`config.mk`:
```
export PLATFORM = sky130hd
export DESIGN_NAME = mtm_alu_arbiter
export DESIGN_NICKNAME = d
export VERILOG_FILES = /design/src/rtl/mtm_alu_pkg.sv /design/src/rtl/mtm_alu_rr_picker.sv /design/src/rtl/mtm_alu_arbiter.sv
export SDC_FILE = /design/constraint.sdc
export NUM_CORES = 1
export LEC_CHECK = 0
export CORE_MARGIN = 10
export CORE_UTILIZATION = 30
export DETAILED_ROUTE_END_ITERATION = 10
export PLACE_DENSITY = 0.68
export SKIP_CTS_REPAIR_TIMING = 1
export SLEW_MARGIN = 20
export SYNTH_ARGS = -nofsm -noshare
export SYNTH_HDL_FRONTEND = slang
export SYNTH_SLANG_ARGS = --single-unit
```
`constraint.sdc`:
```
create_clock -name clk -period 3.2 [get_ports clk]
set_input_delay 0.8 -clock clk [delete_from_list [all_inputs] [get_ports clk]]
set_output_delay 0.8 -clock clk [all_outputs]
set_load 0.005 [all_outputs]
```
`src/rtl/mtm_alu_pkg.sv`:
```
// Shared constants and types for the mtm_Alu arbiter: FSM encoding, CTL bytes, op codes.
// Latency: n/a (declarations only).
// Backpressure: n/a.
package mtm_alu_pkg;

   // Arbiter FSM encoding
   localparam logic [1:0] ST_IDLE = 2'd0;
   localparam logic [1:0] ST_WAIT = 2'd1;
   localparam logic [1:0] ST_RESP = 2'd2;

   // CTL byte values seen on the core interface
   localparam logic [7:0] CTL_IDLE = 8'hFF;
   localparam logic [7:0] CTL_ERR  = 8'h93;
   localparam logic [7:0] CMD_A    = 8'hA5;
   localparam logic [7:0] CMD_B    = 8'hC9;

   // ALU op codes carried in CTL[6:4]
   localparam logic [2:0] OP_AND = 3'b000;
   localparam logic [2:0] OP_OR  = 3'b001;
   localparam logic [2:0] OP_ADD = 3'b100;
   localparam logic [2:0] OP_SUB = 3'b101;

   // One operation as presented to the core
   typedef struct packed {
      logic [31:0] a;
      logic [31:0] b;
      logic [7:0]  ctl;
   } core_op_t;

   // A CTL byte with the top bit set is a command, not an ALU op
   function automatic logic is_cmd(input logic [7:0] ctl);
      return ctl[7];
   endfunction

endpackage

```
`src/rtl/mtm_alu_rr_picker.sv`:
```
// Round-robin priority search: first valid requester at or after ptr, wrapping.
// Latency: purely combinational.
// Backpressure: none; grant is only a proposal, the caller decides when it is taken.
module mtm_alu_rr_picker #(
   parameter int N_REQ = 2,
   parameter int PTR_W = 1
) (
   input  logic [N_REQ-1:0] req_valid,
   input  logic [PTR_W-1:0] ptr,
   output logic [N_REQ-1:0] grant,
   output logic [PTR_W-1:0] idx,
   output logic             any
);

   localparam int CW = PTR_W + 1;

   logic [CW-1:0] cand;

   // Walk N_REQ positions from ptr, modulo N_REQ, and take the first valid one
   always_comb begin
      grant = '0;
      idx   = '0;
      any   = 1'b0;
      cand  = '0;
      for (int k = 0; k < N_REQ; k++) begin
         cand = {1'b0, ptr} + CW'(k);
         if (cand >= CW'(N_REQ)) begin
            cand = cand - CW'(N_REQ);
         end
         if (!any && req_valid[cand[PTR_W-1:0]]) begin
            any                     = 1'b1;
            idx                     = cand[PTR_W-1:0];
            grant[cand[PTR_W-1:0]]  = 1'b1;
         end
      end
   end

endmodule

```
`src/rtl/mtm_alu_arbiter.sv`:
```
// Shares one mtm_Alu core between N_REQ requesters, round-robin, one op in flight.
// Latency: accept in cycle t -> resp_valid from t+2+CORE_LAT; min CORE_LAT+3 cycles per op.
// Backpressure: response held stable until resp_ready; no new grant until then.
// Optional: define MTM_ALU_ARB_STATS_EN for saturating per-requester grant counters.
module mtm_alu_arbiter
   import mtm_alu_pkg::*;
#(
   parameter int N_REQ    = 2,
   parameter int CORE_LAT = 1,
   parameter int CNT_W    = 16
) (
   input  logic                   clk,
   input  logic                   rst_n,
   input  logic [N_REQ-1:0]       req_valid,
   output logic [N_REQ-1:0]       req_ready,
   input  logic [N_REQ*32-1:0]    req_a,
   input  logic [N_REQ*32-1:0]    req_b,
   input  logic [N_REQ*8-1:0]     req_ctl,
   output logic [N_REQ-1:0]       resp_valid,
   input  logic [N_REQ-1:0]       resp_ready,
   output logic [31:0]            resp_c,
   output logic [7:0]             resp_ctl,
   output logic [31:0]            core_a,
   output logic [31:0]            core_b,
   output logic [7:0]             core_ctl,
   input  logic [31:0]            core_c,
   input  logic [7:0]             core_ctl_out,
   output logic [N_REQ*CNT_W-1:0] stat_grant_cnt
);

   localparam int PTR_W = $clog2(N_REQ);
   localparam int LAT_W = (CORE_LAT < 2) ? 1 : $clog2(CORE_LAT + 1);

   logic [1:0]       state;
   logic [PTR_W-1:0] rr_ptr;
   logic [PTR_W-1:0] gnt_idx;
   logic [PTR_W-1:0] pick_idx;
   logic [PTR_W-1:0] ptr_next;
   logic [N_REQ-1:0] pick_grant;
   logic             pick_any;
   logic             grant_fire;
   logic             gnt_resp_ready;
   logic [LAT_W-1:0] lat_cnt;
   core_op_t         sel_op;

   mtm_alu_rr_picker #(
      .N_REQ (N_REQ),
      .PTR_W (PTR_W)
   ) u_picker (
      .req_valid (req_valid),
      .ptr       (rr_ptr),
      .grant     (pick_grant),
      .idx       (pick_idx),
      .any       (pick_any)
   );

   // Grants happen only from IDLE, so req_ready is zero in WAIT and RESP
   assign grant_fire = (state == ST_IDLE) && pick_any;
   assign req_ready  = grant_fire ? pick_grant : '0;
   assign ptr_next   = (pick_idx == PTR_W'(N_REQ - 1)) ? '0 : pick_idx + 1'b1;

   // Select the winning requester's operands with constant part-selects
   always_comb begin
      sel_op = '0;
      for (int i = 0; i < N_REQ; i++) begin
         if (pick_idx == PTR_W'(i)) begin
            sel_op.a   = req_a[32*i +: 32];
            sel_op.b   = req_b[32*i +: 32];
            sel_op.ctl = req_ctl[8*i +: 8];
         end
      end
   end

   // Response is one-hot on the latched grant index, only while in RESP;
   // resp_ready from any other requester is not looked at
   always_comb begin
      resp_valid     = '0;
      gnt_resp_ready = 1'b0;
      for (int i = 0; i < N_REQ; i++) begin
         if (gnt_idx == PTR_W'(i)) begin
            resp_valid[i]  = (state == ST_RESP);
            gnt_resp_ready = resp_ready[i];
         end
      end
   end

   // Main FSM: issue to core, count down the core latency, hold the response.
   // Core inputs keep the last issued op between grants so core flags survive.
   always_ff @(posedge clk or negedge rst_n) begin
      if (!rst_n) begin
         state    <= ST_IDLE;
         rr_ptr   <= '0;
         gnt_idx  <= '0;
         lat_cnt  <= '0;
         core_a   <= '0;
         core_b   <= '0;
         core_ctl <= CTL_IDLE;
         resp_c   <= '0;
         resp_ctl <= CTL_IDLE;
      end else begin
         case (state)
            ST_IDLE: begin
               if (pick_any) begin
                  core_a   <= sel_op.a;
                  core_b   <= sel_op.b;
                  core_ctl <= sel_op.ctl;
                  gnt_idx  <= pick_idx;
                  rr_ptr   <= ptr_next;
                  lat_cnt  <= LAT_W'(CORE_LAT);
                  state    <= ST_WAIT;
               end
            end
            ST_WAIT: begin
               if (lat_cnt == '0) begin
                  resp_c   <= core_c;
                  resp_ctl <= core_ctl_out;
                  state    <= ST_RESP;
               end else begin
                  lat_cnt <= lat_cnt - 1'b1;
               end
            end
            ST_RESP: begin
               if (gnt_resp_ready) begin
                  state <= ST_IDLE;
               end
            end
            default: state <= ST_IDLE;
         endcase
      end
   end

`ifdef MTM_ALU_ARB_STATS_EN
   logic [N_REQ*CNT_W-1:0] grant_cnt;

   // Saturating per-requester grant counters, cleared only by reset
   always_ff @(posedge clk or negedge rst_n) begin
      if (!rst_n) begin
         grant_cnt <= '0;
      end else begin
         for (int i = 0; i < N_REQ; i++) begin
            if (grant_fire && pick_grant[i] &&
                (grant_cnt[i*CNT_W +: CNT_W] != {CNT_W{1'b1}})) begin
               grant_cnt[i*CNT_W +: CNT_W] <= grant_cnt[i*CNT_W +: CNT_W] + 1'b1;
            end
         end
      end
   end

   assign stat_grant_cnt = grant_cnt;
`else
   assign stat_grant_cnt = '0;
`endif

endmodule

```
## Word level (Yosys, flattened, before mapping)

Cells that the tools add are included.

| storage, ports and cells | value |
|---|---|
| register bits | 117 |
| RAM bits | 0 |
| bits of input ports | 190 |
| memories | 0 |
| word-level logic and storage cells | 67 |
| output and inout bits | 148 |
| bits in latches | 0 |
| ROM bits | 0 |

| cells by class | value |
|---|---|
| magnitude comparators | 6 |
| multipliers | 0 |
| bitwise operators | 2 |
| $add $sub $neg | 5 |
| mux-type cells | 29 |
| div/mod/pow operators | 0 |
| equal/unequal tests | 5 |
| reductions and logical operators | 11 |
| shift-type cells | 0 |

Operators with widths:

| kind | count |
|---|---|
| $mux 72 | 1 |
| $mux 1 | 18 |
| $mux 2 | 6 |
| $ne 2x2->1 const B | 3 |
| $pmux 2 s3 | 1 |
| $reduce_and 2->1 | 3 |
| $logic_and 1x1->1 | 4 |
| $lt 1x2->1 const B | 2 |
| $reduce_and 3->1 | 1 |
| $sub 1x1->1 const B | 3 |
| $add 1x1->2 const B | 1 |
| $demux 1 s1 | 2 |
| $eq 2x1->1 const B | 1 |
| $eq 2x2->1 const B | 1 |
| $ge 1x1->1 const B | 2 |
| $ge 1x2->1 const B | 1 |
| $ge 2x2->1 const B | 1 |
| $logic_not 2->1 | 1 |
| $or 2x2->2 | 1 |
| $pmux 1 s2 | 1 |
| $reduce_bool 2->1 | 1 |
| $add 1x1->1 const B | 1 |
| $logic_not 1->1 | 1 |
| $not 1->1 | 1 |

## Longest topological paths before layout

| depth | value |
|---|---|
| depth after elaboration | 10 |
| mapped depth | 5 |

## Hierarchy

Synthesis repeated with hierarchy kept, for this count alone.

| unflattened totals | value |
|---|---|
| cell total of the unflattened synthesis | 377 |
| area total of the unflattened synthesis | 5564.1 um^2 |

Modules (own cells, without submodules):

| module | cells each | seq. area each (um^2) | area each (um^2) | instances |
|---|---|---|---|---|
| mtm_alu_arbiter | 372 | 2947.8 | 5531.6 | 1 |
| mtm_alu_rr_picker | 5 | 0.0 | 32.5 | 1 |

## Worst setup path after synthesis

No wires, ideal clock.

| timing | value |
|---|---|
| kind | input port to output port |
| from | input port req_valid[0] |
| to | output port req_ready[1] |
| arrival | 1.274 ns |
| stages on the path | 3 |
| setup slack | 1.126 ns |
| path through | nand2b_1 and3_1 clkbuf_1 |

| on the way | value |
|---|---|
| longest elaborated chain between the ends | 8 |
| elaborated cells on any way between the ends | 13 |

RTL lines:

| what | line | source |
|---|---|---|
| from (decl) | mtm_alu_arbiter.sv:14 | `input logic [N_REQ-1:0] req_valid,` |
| $mux 1 (implied by the code) (2 in series) | mtm_alu_rr_picker.sv:30 | `if (!any && req_valid[cand[PTR_W-1:0]]) begin` |
| $mux 1 | mtm_alu_rr_picker.sv:30 |  |
| $logic_not 1->1 | mtm_alu_rr_picker.sv:30 |  |
| $logic_and 1x1->1 | mtm_alu_rr_picker.sv:30 |  |
| $mux 1 | mtm_alu_rr_picker.sv:30 |  |
| $logic_and 1x1->1 | mtm_alu_arbiter.sv:58 | `assign grant_fire = (state == ST_IDLE) && pick_any;` |
| $mux 2 * | mtm_alu_arbiter.sv:59 | `assign req_ready = grant_fire ? pick_grant : '0;` |
| to (decl) | mtm_alu_arbiter.sv:15 | `output logic [N_REQ-1:0] req_ready,` |

Mark *: on every way between the ends. The rest lies on a longest branch, timed or not. The select of a mux whose other input is x is not followed.

## Final worst setup path

| timing | value |
|---|---|
| from | input port req_valid[0] |
| to | output port req_ready[0] |

Same word-level chain as after synthesis.

==> results_dict.tcl <==
set metrics [dict create \
    yosys_register_bits 117 \
    grt_antenna_before_repair 0 \
    cts_tree "yes" \
    fmax_mhz 342.3 \
    min-delay-path-class "input pin to async pin" \
    grt_pass1_vias 5115 \
    status "completed" \
    cts.sinks 117 \
    skew_ns 0.005782 \
    areaGrowthSynthToFinish_pct 71.12 \
    final_hold_viol_count 0 \
    drv_slew 0 \
    synth_cell_types 19 \
    ys_seq_area_frac 0.5628 \
    via_count 4504 \
    firstDrtPassIters 4 \
    dieWidth_um 152.1 \
    cts_root_buf "clkbuf_16" \
    yosysWarnings 0 \
    rows 48 \
    die-area_um2 23140 \
    cts_inserted_buffers 17 \
    critPathLaunchType "input pin" \
    worst_ep_required_time_ns 2.40 \
    p_leak_nw 3.660 \
    fin_crit_sh 0.9130 \
    place.gp.congestion 0.7971 \
    relSlewSlack 0.4327 \
    clock_path_buffers 2 \
    vdd_drop_max_mv 0.5160 \
    dpl.cell_count 892 \
    path_class "input pin to output pin" \
    core-area_um2 17180 \
    hpwl_um 15110 \
    antenna-diode-count 0 \
    grt_max_degree 74 \
    tightestPinTransition_ns 0.8509 \
    min_period_ns 2.922 \
    layout.cells.non_filler 924 \
    final_cell_mix "clkdlybuf4s50_1, dfrtp_1, o21a_1, a221o_1, mux2_2" \
    synth_cells 391 \
    crit_arrival_ns 2.12 \
    ant_nets 0 \
    total_power_mw 8.627 \
    cts.clk_slew.worst_paths_ns 0.06 \
    viasPerCell 4.874 \
    grt_setup_unrepaired "false" \
    grt_pass1_wl_um 30740 \
    finalSetupTns_ns 0 \
    drc 0 \
    cap_viol_max_count 0 \
    grt_overflow 0 \
    clk_latency_ns 0.41 \
    drive_gt1_frac 0.1445 \
    finalSetupViolations 0 \
    cp_max_fo 4 \
    worstSetupEndpointType "output pin" \
    layout_commonest_cell "clkdlybuf4s50_1" \
    syn_area_um2 5238 \
    die_y_um 152.1 \
    routed_wl_um 19630 \
    syn_area_per_cell_um2 13.40 \
    final_nets 876 \
    power.density_nw_per_um2 962.6 \
    numPortBuffers 305 \
    ioPinCount 338 \
    drtIter0Drc 189 \
    track_usage 0.1666 \
    h-tree-depth 4 \
    wl_per_cell_um 21.24 \
    start_util 0.3049 \
]
-- state kept, by name (all words and copies together) (netlist names) --
register  flops
resp_ctl      8
lat_cnt       1
core_ctl      8
resp_c       32
gnt_idx       1
state         2
rr_ptr        1
core_b       32
core_a       32
-- per-layer routing --
metal  track usage  wire length [µm]
met1        0.1794              7398
met5             0                 0
met4       0.07290               552
met2        0.2894             10260
met3       0.05786              1412
-- synth_stat cells --
cell type,instances,share of area
dfrtp_1,101,0.48
inv_1,2,0.0014
conb_1,1,0.00072
o22ai_1,1,0.0012
dfstp_2,16,0.080
and3_1,2,0.0024
buf_2,20,0.019
a221o_1,72,0.14
nand2b_1,3,0.0036
a21o_1,2,0.0029
o21ai_0,2,0.0019
mux2_2,41,0.088
o21a_1,72,0.10
buf_4,32,0.046
nor2_1,5,0.0036
clkbuf_1,7,0.0050
or2_1,1,0.0012
nand2_1,3,0.0021
buf_6,8,0.017
-- cell type report --
cell class	count	area, µm²
multi-input combinational	236	1959
clock buffer	17	425.4
fill	1483	8214
inverter	2	7.507
sequential	117	2948
tap	225	281.5
timing repair buffer	312	3115
clock inverter	15	225.2
-- per-stage QoR --
step	setup slack, ns	instance area (µm²)	hold WS (ns)	util
floorplan	1.126	5354	0.4636	-
global placement	0.2571	8312	0.4794	0.4839
detailed placement	0.2702	8312	0.4951	0.4839
CTS	0.2605	8962	0.2655	0.5218
global route	0.2185	8962	0.2764	0.5218
finish	0.2783	8962	0.2781	0.5218
-- final timing paths --
check                                        from  slack [ns]                      end  cells past startpoint
max                                  req_valid[0]        0.28             req_ready[0]                      3
min                                         rst_n        0.28   resp_c[22]$_DFFE_PN0P_                      1
max reg2reg                  state[1]$_DFFE_PN0P_        1.16   core_a[11]$_DFFE_PN0P_                      4
min reg2reg                resp_c[29]$_DFFE_PN0P_        0.51   resp_c[29]$_DFFE_PN0P_                      1
max in group asynchronous                   rst_n        2.08  core_ctl[3]$_DFFE_PN1P_                      2
min in group clk           resp_c[29]$_DFFE_PN0P_        0.51   resp_c[29]$_DFFE_PN0P_                      1
-- kinds of logic (layout without fill, tap and decap cells) --
family / Yosys count / in the layout / share of synthesized area
simple gates: 14 / 14 / 0.01290
buf+inv: 69 / 346 / 0.08863
compound gates: 149 / 149 / 0.2468
flops: 117 / 117 / 0.5628
other cells: 1 / 32 / 0.0007160
mux: 41 / 41 / 0.08815
-- worst max-delay path, cell delays in order --
cell             delay [ns]
clkdlybuf4s50_1        0.55
and3_2                 0.22
clkdlybuf4s50_1        0.55
-- report_power, final --
part | internal [mW] | switching [mW] | total (mW)
Clock | 1.39 | 0.703 | 2.09
Sequential | 2.30 | 0.414 | 2.71
Combinational | 2.41 | 1.42 | 3.83
Total | 6.09 | 2.54 | 8.63
Power figures use the tool's default switching activity.
